`config.mk`:
```
export PLATFORM = sky130hd
export DESIGN_NAME = cordic_result_buffer
export DESIGN_NICKNAME = d
export VERILOG_FILES = /design/src/rtl/cordic_result_buffer.sv
export SDC_FILE = /design/constraint.sdc
export NUM_CORES = 1
export LEC_CHECK = 0
export BUFFER_PORTS_ARGS = -buffer_cell sky130_fd_sc_hd__buf_2
export CAP_MARGIN = 20
export CORE_ASPECT_RATIO = 0.8
export CORE_MARGIN = 2
export CORE_UTILIZATION = 55
export CTS_CLUSTER_DIAMETER = 100
export CTS_CLUSTER_SIZE = 16
export DETAILED_ROUTE_END_ITERATION = 6
export GPL_TIMING_DRIVEN = 1
export PLACE_DENSITY = 0.8
export SYNTH_ARGS = -nofsm -noshare
export SYNTH_HDL_FRONTEND = slang
export SYNTH_SLANG_ARGS = --single-unit
```
`constraint.sdc`:
```
create_clock -name clk -period 4.3 [get_ports clk]
set_input_delay 0.215 -clock clk [delete_from_list [all_inputs] [get_ports clk]]
set_output_delay 0.215 -clock clk [all_outputs]
set_load 0.005 [all_outputs]
```
`src/rtl/cordic_result_buffer.sv`:
```
// Result FIFO behind the CORDIC core: captures tagged (x, y) pairs and drains them via valid/ready.
// Define CORDIC_RESBUF_PARITY_EN to add a stored even-parity bit per entry and the out_parity port.
module cordic_result_buffer #(
    parameter int DATA_WIDTH = 16,
    parameter int FIFO_DEPTH = 4,
    parameter int CNT_WIDTH  = 8,
    localparam int AW        = $clog2(FIFO_DEPTH)
) (
    input  logic                  clk,
    input  logic                  rst_n,
    input  logic [DATA_WIDTH-1:0] result_x,
    input  logic [DATA_WIDTH-1:0] result_y,
    input  logic                  compute_done,
    input  logic [1:0]            cordic_mode,
    input  logic                  clear,
    output logic                  out_valid,
    input  logic                  out_ready,
    output logic [DATA_WIDTH-1:0] out_x,
    output logic [DATA_WIDTH-1:0] out_y,
    output logic [1:0]            out_mode,
    output logic [AW:0]           fill_level,
    output logic                  full,
    output logic [CNT_WIDTH-1:0]  overflow_cnt
`ifdef CORDIC_RESBUF_PARITY_EN
    ,
    output logic                  out_parity
`endif
);

    localparam logic [AW:0] DEPTH_L = FIFO_DEPTH[AW:0];

    logic [DATA_WIDTH-1:0] mem_x    [FIFO_DEPTH];
    logic [DATA_WIDTH-1:0] mem_y    [FIFO_DEPTH];
    logic [1:0]            mem_mode [FIFO_DEPTH];
`ifdef CORDIC_RESBUF_PARITY_EN
    logic                  mem_par  [FIFO_DEPTH];
`endif

    logic [AW-1:0] wr_ptr;
    logic [AW-1:0] rd_ptr;
    logic          push;
    logic          pop;
    logic          drop;

    always_comb begin
        out_valid = (fill_level != '0);
        full      = (fill_level == DEPTH_L);
    end

    // clear suppresses every other action in its cycle
    always_comb begin
        pop  = out_valid && out_ready && !clear;
        push = compute_done && !clear && (!full || pop);
        drop = compute_done && !clear && full && !pop;
    end

    always_ff @(posedge clk) begin
        if (push) begin
            mem_x[wr_ptr]    <= result_x;
            mem_y[wr_ptr]    <= result_y;
            mem_mode[wr_ptr] <= cordic_mode;
`ifdef CORDIC_RESBUF_PARITY_EN
            mem_par[wr_ptr]  <= ^{result_x, result_y, cordic_mode};
`endif
        end
    end

    always_ff @(posedge clk or negedge rst_n) begin
        if (!rst_n) begin
            wr_ptr       <= '0;
            rd_ptr       <= '0;
            fill_level   <= '0;
            overflow_cnt <= '0;
        end else if (clear) begin
            wr_ptr       <= '0;
            rd_ptr       <= '0;
            fill_level   <= '0;
            overflow_cnt <= '0;
        end else begin
            if (push) wr_ptr <= wr_ptr + 1'b1;
            if (pop)  rd_ptr <= rd_ptr + 1'b1;
            if (push && !pop)
                fill_level <= fill_level + 1'b1;
            else if (pop && !push)
                fill_level <= fill_level - 1'b1;
            if (drop && (overflow_cnt != '1))
                overflow_cnt <= overflow_cnt + 1'b1;
        end
    end

    // Show-ahead head; forced to zero when empty so stale storage never leaks out
    always_comb begin
        out_x    = '0;
        out_y    = '0;
        out_mode = '0;
`ifdef CORDIC_RESBUF_PARITY_EN
        out_parity = 1'b0;
`endif
        if (out_valid) begin
            out_x    = mem_x[rd_ptr];
            out_y    = mem_y[rd_ptr];
            out_mode = mem_mode[rd_ptr];
`ifdef CORDIC_RESBUF_PARITY_EN
            out_parity = mem_par[rd_ptr];
`endif
        end
    end

endmodule

```
==> results of run 1 <==
-- path summary, 6_finish.rpt --
kind	start	endpoint	slack, ps	depth (start not counted)
worst max-delay path	rd_ptr[0]$_DFFE_PN0P_	out_y[4]	1680	4
worst max register to register	fill_level[0]$_DFFE_PN0P_	fill_level[1]$_DFFE_PN0P_	1890	8
max in group asynchronous	rst_n	rd_ptr[1]$_DFFE_PN0P_	3750	2
worst min-delay path	result_x[12]	mem_x[0][12]$_DFFE_PP_	20	1
worst min register to register	overflow_cnt[6]$_DFFE_PN0P_	overflow_cnt[6]$_DFFE_PN0P_	510	1
min in group asynchronous	rst_n	fill_level[1]$_DFFE_PN0P_	260	2
-- layer usage --
metal	GRT usage	share of wire	wire, µm	vias to the layer above
met2	0.3099	0.49	5414	118
met5	0	0.0021	23	-
met3	0.07710	0.071	780	19
met4	0.07339	0.014	153	4
li1	-	-	-	1438
met1	0.2687	0.42	4663	1610
-- what timing repair did --
| item | in CTS | in global routing |
|---|---|---|
| hold buffers | 1 | 0 |
| buffers inserted | 0 | 0 |
| hold endpoints to repair | 15 | 0 |
-- cell type report --
type | count | area, µm² | area share
Inverter | 7 | 26.28 | 0.003652
Clock inverter | 12 | 110.1 | 0.01530
Multi-Input combinational cell | 142 | 1523 | 0.2116
Tap cell | 144 | 180.2 | 0.02504
Sequential cell | 151 | 4462 | 0.6201
Clock buffer | 20 | 436.7 | 0.06069
Timing Repair Buffer | 89 | 457.9 | 0.06364
-- metrics by stage --
step | total power (µW) | util
after floorplan | 2372 | -
after global placement | 2704 | 0.6120
after detailed placement | 2726 | 0.6120
after CTS | 4097 | 0.6633
after global routing | 4250 | 0.6633
final | 4056 | 0.6633
-- cells by family (layout without fill, tap and decap cells) --
kind of cell | Yosys count | in the layout | share of synthesized area
AO/OA/AOI/OAI | 20 | 20 | 0.02219
XOR/XNOR | 7 | 7 | 0.01007
adder cells (fa/ha/maj) | 6 | 6 | 0.01356
buffers and inverters | 25 | 128 | 0.01849
flip-flops | 151 | 151 | 0.7323
multiplexers | 37 | 37 | 0.1307
AND/OR/NAND/NOR | 72 | 72 | 0.07274
-- sequential cells by signal, indices dropped and copies added, names as in the netlist --
signal and count:
mem_mode 8, wr_ptr 2, fill_level 3, overflow_cnt 8, mem_y 64, rd_ptr 2
mem_x 64
-- cell usage in the layout, fill, tap and decap left out, drive strengths merged, types with 3 or more instances in the layout --
cell    netlist  final
inv           7      7
mux2i         3      3
dfrtp        15     15
nor2          6      6
and2         38     38
edfxtp      136    136
buf           9     88
nand3         5      5
clkinv        0     10
nand2         4      4
mux4         34     34
or3           5      5
ha            5      5
o21ai         4      4
nand2b        3      3
clkbuf        9     20
a21oi         4      4
xor2          6      6
o211ai        3      3
-- where the power goes --
group | total (µW) | switching [µW] | internal (µW)
Combinational | 897 | 414 | 484
Sequential | 1790 | 102 | 1680
Clock | 1370 | 531 | 841
Total | 4060 | 1050 | 3010
==> flow_summary.json, run 1 <==
{
  "maxCapViolCount": 0,
  "outcome": "completed",
  "worstPathCellList": "buf_4 -> mux4_2 -> and2_1 -> buf_2",
  "fmax_mhz": 382.3,
  "antenna_left": 0,
  "diodes": 0,
  "grt_pass1_vias": 3367,
  "crit_slowest_cell": "dfrtp_2",
  "powerDensity_nw_per_um2": 563.7,
  "tns_ps": 0,
  "ys_types": 41,
  "cts_num_sinks": 151,
  "ys_ff_latch": 151,
  "drive_gt1_frac": 0.3753,
  "async_flop_share": 0.09934,
  "dr.pass1.iters": 4,
  "cts_root_buf": "clkbuf_16",
  "hold_viol": 0,
  "die-height_um": 98.12,
  "critPathMaxStageDelay_ps": 750,
  "synth_top_area_frac": 0.6706,
  "skew_ps": 6.402,
  "die_x_um": 121.6,
  "grt_pass1_wl_mm": 17.60,
  "drt-total-wl_mm": 11.04,
  "p_leak_uw": 0.002591,
  "synth_common_cells": "edfxtp_1 (136), and2_1 (38), mux4_2 (34)",
  "grt.total_usage": 0.2022,
  "cts-resized-gates": 0,
  "crit_arrival_ps": 2400,
  "max_slew.worst_pin.slew_ps": 934.8,
  "clkTransAtPathRegs_ps": 60,
  "final_area_um2": 7196,
  "slew_headroom": 0.3768,
  "cts_tree": "done",
  "setup_viol_count_final": 0,
  "overflow": 0,
  "ys_seq_area_frac": 0.7323,
  "synth_nets": 363,
  "numPortBuffers": 85,
  "pin_count": 86,
  "clkLatencyLatePin_ps": 410,
  "rsz0062_at_grt": "false",
  "cp_max_fo": 19,
  "dpl_worst_slack_ps": 1878,
  "syn_inst": 318,
  "cts_made_buffers": 17,
  "rows": 34,
  "synth_most_common_cell": "edfxtp_1",
  "first_iter_violations": 268,
  "fin_ws_ps": 1685,
  "final_nets": 453,
  "period_needed_ps": 2615,
  "drc": 0,
  "yosysWarningCount": 0,
  "hold_path_class": "in2reg",
  "fin_crit_sh": 0.6082,
  "avgSynthCellArea_um2": 19.15,
  "endpoint_kind": "output pin",
  "antenna_found_initial": 3,
  "synth_top_area_cell": "edfxtp_1",
  "vias": 3189,
  "area_growth_pct": 18.16,
  "crit_buf_inv": 2,
  "drv_slew": 0,
  "avgViaCountPerCell": 5.644,
  "dieArea_um2": 11940,
  "dp_cells": 532,
  "ys.flop_type": "edfxtp_1",
  "postPlaceCellArea_um2": 6639,
  "start_kind": "register",
  "netlist_area_um2": 6090,
  "synth-edff-count": 136,
  "start_util": 0.5614,
  "gp_congestion": 0.7649,
  "dpl.hpwl_mm": 6.592,
  "clock_path_buffers": 2,
  "vdd_drop_max_mv": 0.3607,
  "nFillCells": 723,
  "critPathKind": "reg2out",
  "grt_max_degree": 38,
  "htreeDepth": 4,
  "final_cells": 565,
  "cpLargestDelayFamily": "flip-flops",
  "synth.area.top_cells": "edfxtp_1 (67%), mux4_2 (13%), dfrtp_1 (6.2%)",
  "core_um2": 10850,
  "avgRoutedWirePerCell_um": 19.53,
  "required_ps": 4090,
  "whs_ps": 17.01
}
Power figures use the tool's default switching activity.
==> run 2: changes to the inputs <==
==> constraint.sdc (replaced) <==
create_clock -name clk -period 2.65 [get_ports clk]
set_input_delay 0.1325 -clock clk [delete_from_list [all_inputs] [get_ports clk]]
set_output_delay 0.1325 -clock clk [all_outputs]
set_load 0.005 [all_outputs]
==> run 2 against run 1 <==
Sequential share of layout area down 3.6 points; cell area up 6.1%; highest routed layer is now met4; cell count up 6.2%; via count up 2.3%; non-clock buffer count up 35; sequential cell count unchanged; global-route usage up 1.1 points; worst setup slack worse by 1300 ps; register-to-register slack worse by 1500 ps; largest power group unchanged; die area unchanged; combinational power up 77%.
==> flow_summary.json, run 2 (synthesized netlist as in run 1, its figures left out) <==
{
  "outcome": "completed",
  "hold_viol": 0,
  "vdd_drop_max_mv": 0.5727,
  "antenna_found_initial": 0,
  "min_path_cells": 2,
  "max_slew.worst_pin.slew_ps": 936.0,
  "required_ps": 2960,
  "power_frac_clock": 0.362,
  "dpl_worst_slack_ps": 393.3,
  "pwr-share-comb": 0.229,
  "die-height_um": 98.12,
  "cp_max_fo": 10,
  "rr_endpoint": "fill_level[1]$_DFFE_PN0P_",
  "cts_num_sinks": 151,
  "wl_met3_um": 674,
  "period_needed_ps": 2280,
  "hold-path-endpoint": "overflow_cnt[1]$_DFFE_PN0P_",
  "p_leak_uw": 0.002750,
  "avgViaCountPerCell": 5.435,
  "post_cts_buffers": 0,
  "drt-total-wl_mm": 11.77,
  "reg2regPathDepth": 7,
  "avgRoutedWirePerCell_um": 19.61,
  "diodes": 0,
  "dpl.hpwl_mm": 6.658,
  "cts_root_buf": "clkbuf_16",
  "cts_made_buffers": 17,
  "area_growth_pct": 25.42,
  "layout_commonest_cell": "edfxtp_1",
  "rsz0062_at_grt": "false",
  "numPortBuffers": 85,
  "grt.total_usage": 0.2129,
  "start_kind": "register",
  "htreeDepth": 4,
  "worstPathCellList": "nor4b_4 -> and2b_1 -> o21a_1 -> fa_1 -> inv_1 -> o2111ai_1 -> a221oi_1",
  "hold_path_class": "in2reg",
  "fmax_mhz": 438.6,
  "overflow": 0,
  "core_um2": 10850,
  "topRoutingLayerUsed": "met4",
  "dieArea_um2": 11940,
  "netSwitchingFraction": 0.2573,
  "pin_count": 86,
  "crit_start": "fill_level[0]$_DFFE_PN0P_",
  "clock_path_buffers": 2,
  "first_iter_violations": 300,
  "crit_buf_inv": 1,
  "ctsHoldBuffers": 35,
  "setup_viol_count_final": 0,
  "fin_crit_sh": 0.8604,
  "start_util": 0.5614,
  "dr.pass1.iters": 5,
  "clkTransAtPathRegs_ps": 60,
  "cpLargestDelayFamily": "simple AND/OR/NAND/NOR gates",
  "grt_pass1_vias": 3342,
  "drive_gt1_frac": 0.3596,
  "drc": 0,
  "fin_util": 0.7040,
  "grt_max_degree": 37,
  "cts_tree": "done",
  "clkLatencyLatePin_ps": 410,
  "tns_ps": 0,
  "intPower_uw": 5141,
  "vias": 3261,
  "crit_slowest_cell": "dfrtp_1",
  "rr_startpoint": "fill_level[0]$_DFFE_PN0P_",
  "rows": 34,
  "endpoint_kind": "register",
  "powerDensity_nw_per_um2": 906.3,
  "p_seq_frac": 0.408,
  "wl_met2_mm": 5.956,
  "final_nets": 488,
  "critPathKind": "reg2reg",
  "cts-resized-gates": 0,
  "reg_top3": "mem_x: 64 flops, mem_y: 64 flops",
  "fin_ws_ps": 370.1,
  "worstHoldStart": "clear",
  "antenna_left": 0,
  "critPathMaxStageDelay_ps": 500,
  "crit_arrival_ps": 2590,
  "power.switching_uw": 1781,
  "drv_slew": 0,
  "die_x_um": 121.6,
  "gp_congestion": 0.7975,
  "maxCapViolCount": 0,
  "skew_ps": 6.460,
  "slew_headroom": 0.3760,
  "final_cell_mix": "edfxtp_1 (136), buf_2 (85), dlygate4sd3_1 (35)",
  "reg2reg_slack_ps": 370,
  "grt_pass1_wl_mm": 18.37,
  "wl_met1_mm": 5.064
}
## run 2: worst max path at each step
| stage | slack [ps] | endpoint | cells after the start |
|---|---|---|---|
| floorplan | 440 | mem_mode[0][0]$_DFFE_PP_ | 4 |
| global placement | 460 | fill_level[1]$_DFFE_PN0P_ | 7 |
| detailed placement | 390 | fill_level[1]$_DFFE_PN0P_ | 7 |
| CTS | 360 | fill_level[1]$_DFFE_PN0P_ | 7 |
| global route | 160 | fill_level[1]$_DFFE_PN0P_ | 7 |
| finish | 370 | fill_level[1]$_DFFE_PN0P_ | 7 |
## run 2: per-stage QoR
step / hold slack (ps) / instances / power, µW / cell area [µm²]
floorplan: -163.1 / 318 / 3849 / 6090
global placement: 62.16 / 533 / 4394 / 6659
detailed placement: 60.50 / 533 / 4421 / 6659
CTS: 80.62 / 600 / 6978 / 7637
global route: 93.76 / 600 / 7245 / 7637
finish: 98.72 / 600 / 6922 / 7637
## run 2: power by group through the flow
| stage | Sequential, µW | Combinational [µW] | Clock (µW) |
|---|---|---|---|
| after floorplan | 2820 | 1030 | 0 |
| after global placement | 2860 | 1540 | 0 |
| after detailed placement | 2870 | 1550 | 0 |
| after CTS | 2830 | 1610 | 2540 |
| after global routing | 2840 | 1760 | 2650 |
| final | 2830 | 1590 | 2510 |
## run 2: area by class of cell
type | instances | area [µm²]
clock buffers | 18 | 429.2
clock inverters | 14 | 198.9
fillers | 688 | 3211
inverters | 7 | 26.28
multi-input cells | 142 | 1523
flip-flops and latches | 151 | 4462
well taps | 144 | 180.2
repair buffers | 124 | 818.3
## run 2: layer usage
layer  GRT usage  up-vias
met3     0.06133        5
met2      0.3306      114
met5           0        -
met1      0.2926     1646
met4     0.07781        0
li1            -     1496
==> run 3: changes to the inputs <==
--- a/config.mk
+++ b/config.mk
@@ -15,6 +15,7 @@
 export DETAILED_ROUTE_END_ITERATION = 6
 export GPL_TIMING_DRIVEN = 1
 export PLACE_DENSITY = 0.8
+export RECOVER_POWER = 100
 export SYNTH_ARGS = -nofsm -noshare
 export SYNTH_HDL_FRONTEND = slang
 export SYNTH_SLANG_ARGS = --single-unit
==> run 3 against run 2 <==
Die area did not move; power down 0.53%; clock power barely moved; maximum frequency shrank 6.0%; sequential share of layout area up 0.52 points; clock skew grew 1.0 ps; sequential cell count stayed put.
==> flow_summary.json, run 3 (synthesized netlist as in run 1, its figures left out) <==
{
  "outcome": "completed",
  "dp_cells": 533,
  "whs_ps": 91.40,
  "avgViaCountPerCell": 5.497,
  "cts-resized-gates": 0,
  "grt_pass1_vias": 3342,
  "gp_congestion": 0.7975,
  "die_x_um": 121.6,
  "drt-total-wl_mm": 11.82,
  "numPortBuffers": 85,
  "rsz0062_at_grt": "false",
  "reg_top3": "mem_x: 64 flops, mem_y: 64 flops",
  "die-height_um": 98.12,
  "pin_count": 86,
  "required_ps": 2520,
  "area_growth_pct": 24.31,
  "critPathKind": "reg2out",
  "drive_gt1_frac": 0.2522,
  "avgRoutedWirePerCell_um": 19.70,
  "start_kind": "register",
  "dpl_worst_slack_ps": 393.3,
  "vdd_drop_max_mv": 0.5639,
  "cp_max_fo": 36,
  "hold_viol": 0,
  "fmax_mhz": 412.2,
  "clkLatencyLatePin_ps": 420,
  "cts_num_sinks": 151,
  "maxCapViolCount": 0,
  "nFillCells": 716,
  "core_um2": 10850,
  "first_iter_violations": 315,
  "grt_max_degree": 37,
  "cts_root_buf": "clkbuf_16",
  "hold_path_class": "in2reg",
  "layout_commonest_cell": "edfxtp_1",
  "rows": 34,
  "clkTransAtPathRegs_ps": 60,
  "dr.pass1.iters": 5,
  "reg2regPathDepth": 7,
  "final_cell_mix": "edfxtp_1 (136), clkbuf_1 (49), buf_2 (37)",
  "worstHoldStart": "clear",
  "drc": 0,
  "dieArea_um2": 11940,
  "cts_made_buffers": 17,
  "setup_viol_count_final": 0,
  "powerDensity_nw_per_um2": 909.6,
  "grt.total_usage": 0.2129,
  "fin_ws_ps": 223.9,
  "antenna_found_initial": 0,
  "rr_startpoint": "fill_level[0]$_DFFE_PN0P_",
  "dpl.hpwl_mm": 6.658,
  "skew_ps": 7.482,
  "final_cells": 600,
  "drv_slew": 0,
  "rr_endpoint": "fill_level[1]$_DFFE_PN0P_",
  "endpoint_kind": "output pin",
  "post_cts_buffers": 0,
  "cts_tree": "done",
  "start_util": 0.5614,
  "period_needed_ps": 2426,
  "antenna_left": 0,
  "clock_path_buffers": 2,
  "overflow": 0,
  "vias": 3298,
  "tns_ps": 0,
  "reg2reg_slack_ps": 380,
  "crit_start": "fill_level[0]$_DFFE_PN0P_",
  "grt_pass1_wl_mm": 18.37,
  "htreeDepth": 4,
  "fin_crit_sh": 0.9155,
  "critPathCapture": "out_x[6]",
  "final_nets": 488,
  "ctsHoldBuffers": 35,
  "max_slew.worst_pin.slew_ps": 950.1,
  "slew_headroom": 0.3666,
  "crit_arrival_ps": 2290,
  "p_leak_uw": 0.002578,
  "diodes": 0
}
## run 3: metal layers
metal,track usage,vias to the layer above,routed length [µm]
li1,-,1495,-
met1,0.2926,1680,5162
met2,0.3306,108,5895
met3,0.06133,15,610
met4,0.07781,0,150
met5,0,-,0
## run 3: through the flow
stage,power (µW),instance area (µm²),utilization
2_1_floorplan,3849,6090,-
3_3_place_gp,4394,6659,0.6138
3_5_place_dp,4421,6659,0.6138
4_1_cts,6978,7637,0.7040
5_1_grt,7200,7570,0.6978
6_report,6885,7570,0.6978
## run 3: cell type report
cell class              instances  area (µm²)  area share
flip-flops and latches        151        4462      0.5894
multi-input cells             142        1518      0.2005
repair buffers                124       755.7     0.09983
clock buffers                  18       429.2     0.05669
clock inverters                14       198.9     0.02628
well taps                     144       180.2     0.02380
inverters                       7       26.28    0.003471
## run 3: how the worst min path moves through the flow
stage / cells past startpoint / slack [ps] / endpoint
finish: 2 / 90 / overflow_cnt[1]$_DFFE_PN0P_
global route: 2 / 90 / overflow_cnt[1]$_DFFE_PN0P_
CTS: 2 / 80 / overflow_cnt[1]$_DFFE_PN0P_
detailed placement: 1 / 60 / fill_level[0]$_DFFE_PN0P_
global placement: 1 / 60 / fill_level[2]$_DFFE_PN0P_
floorplan: 0 / -160 / fill_level[0]$_DFFE_PN0P_
## run 3: worst max-delay path, cell delays in order (launching register included)
cell and delay, ps:
dfrtp_1 500, or3_1 430, clkbuf_2 460, and2_0 330
buf_2 140
## run 3: report_power, final
part	internal (µW)	switching (µW)	total, µW
clock network	1580	933	2510
logic	773	771	1540
registers	2730	93.4	2830
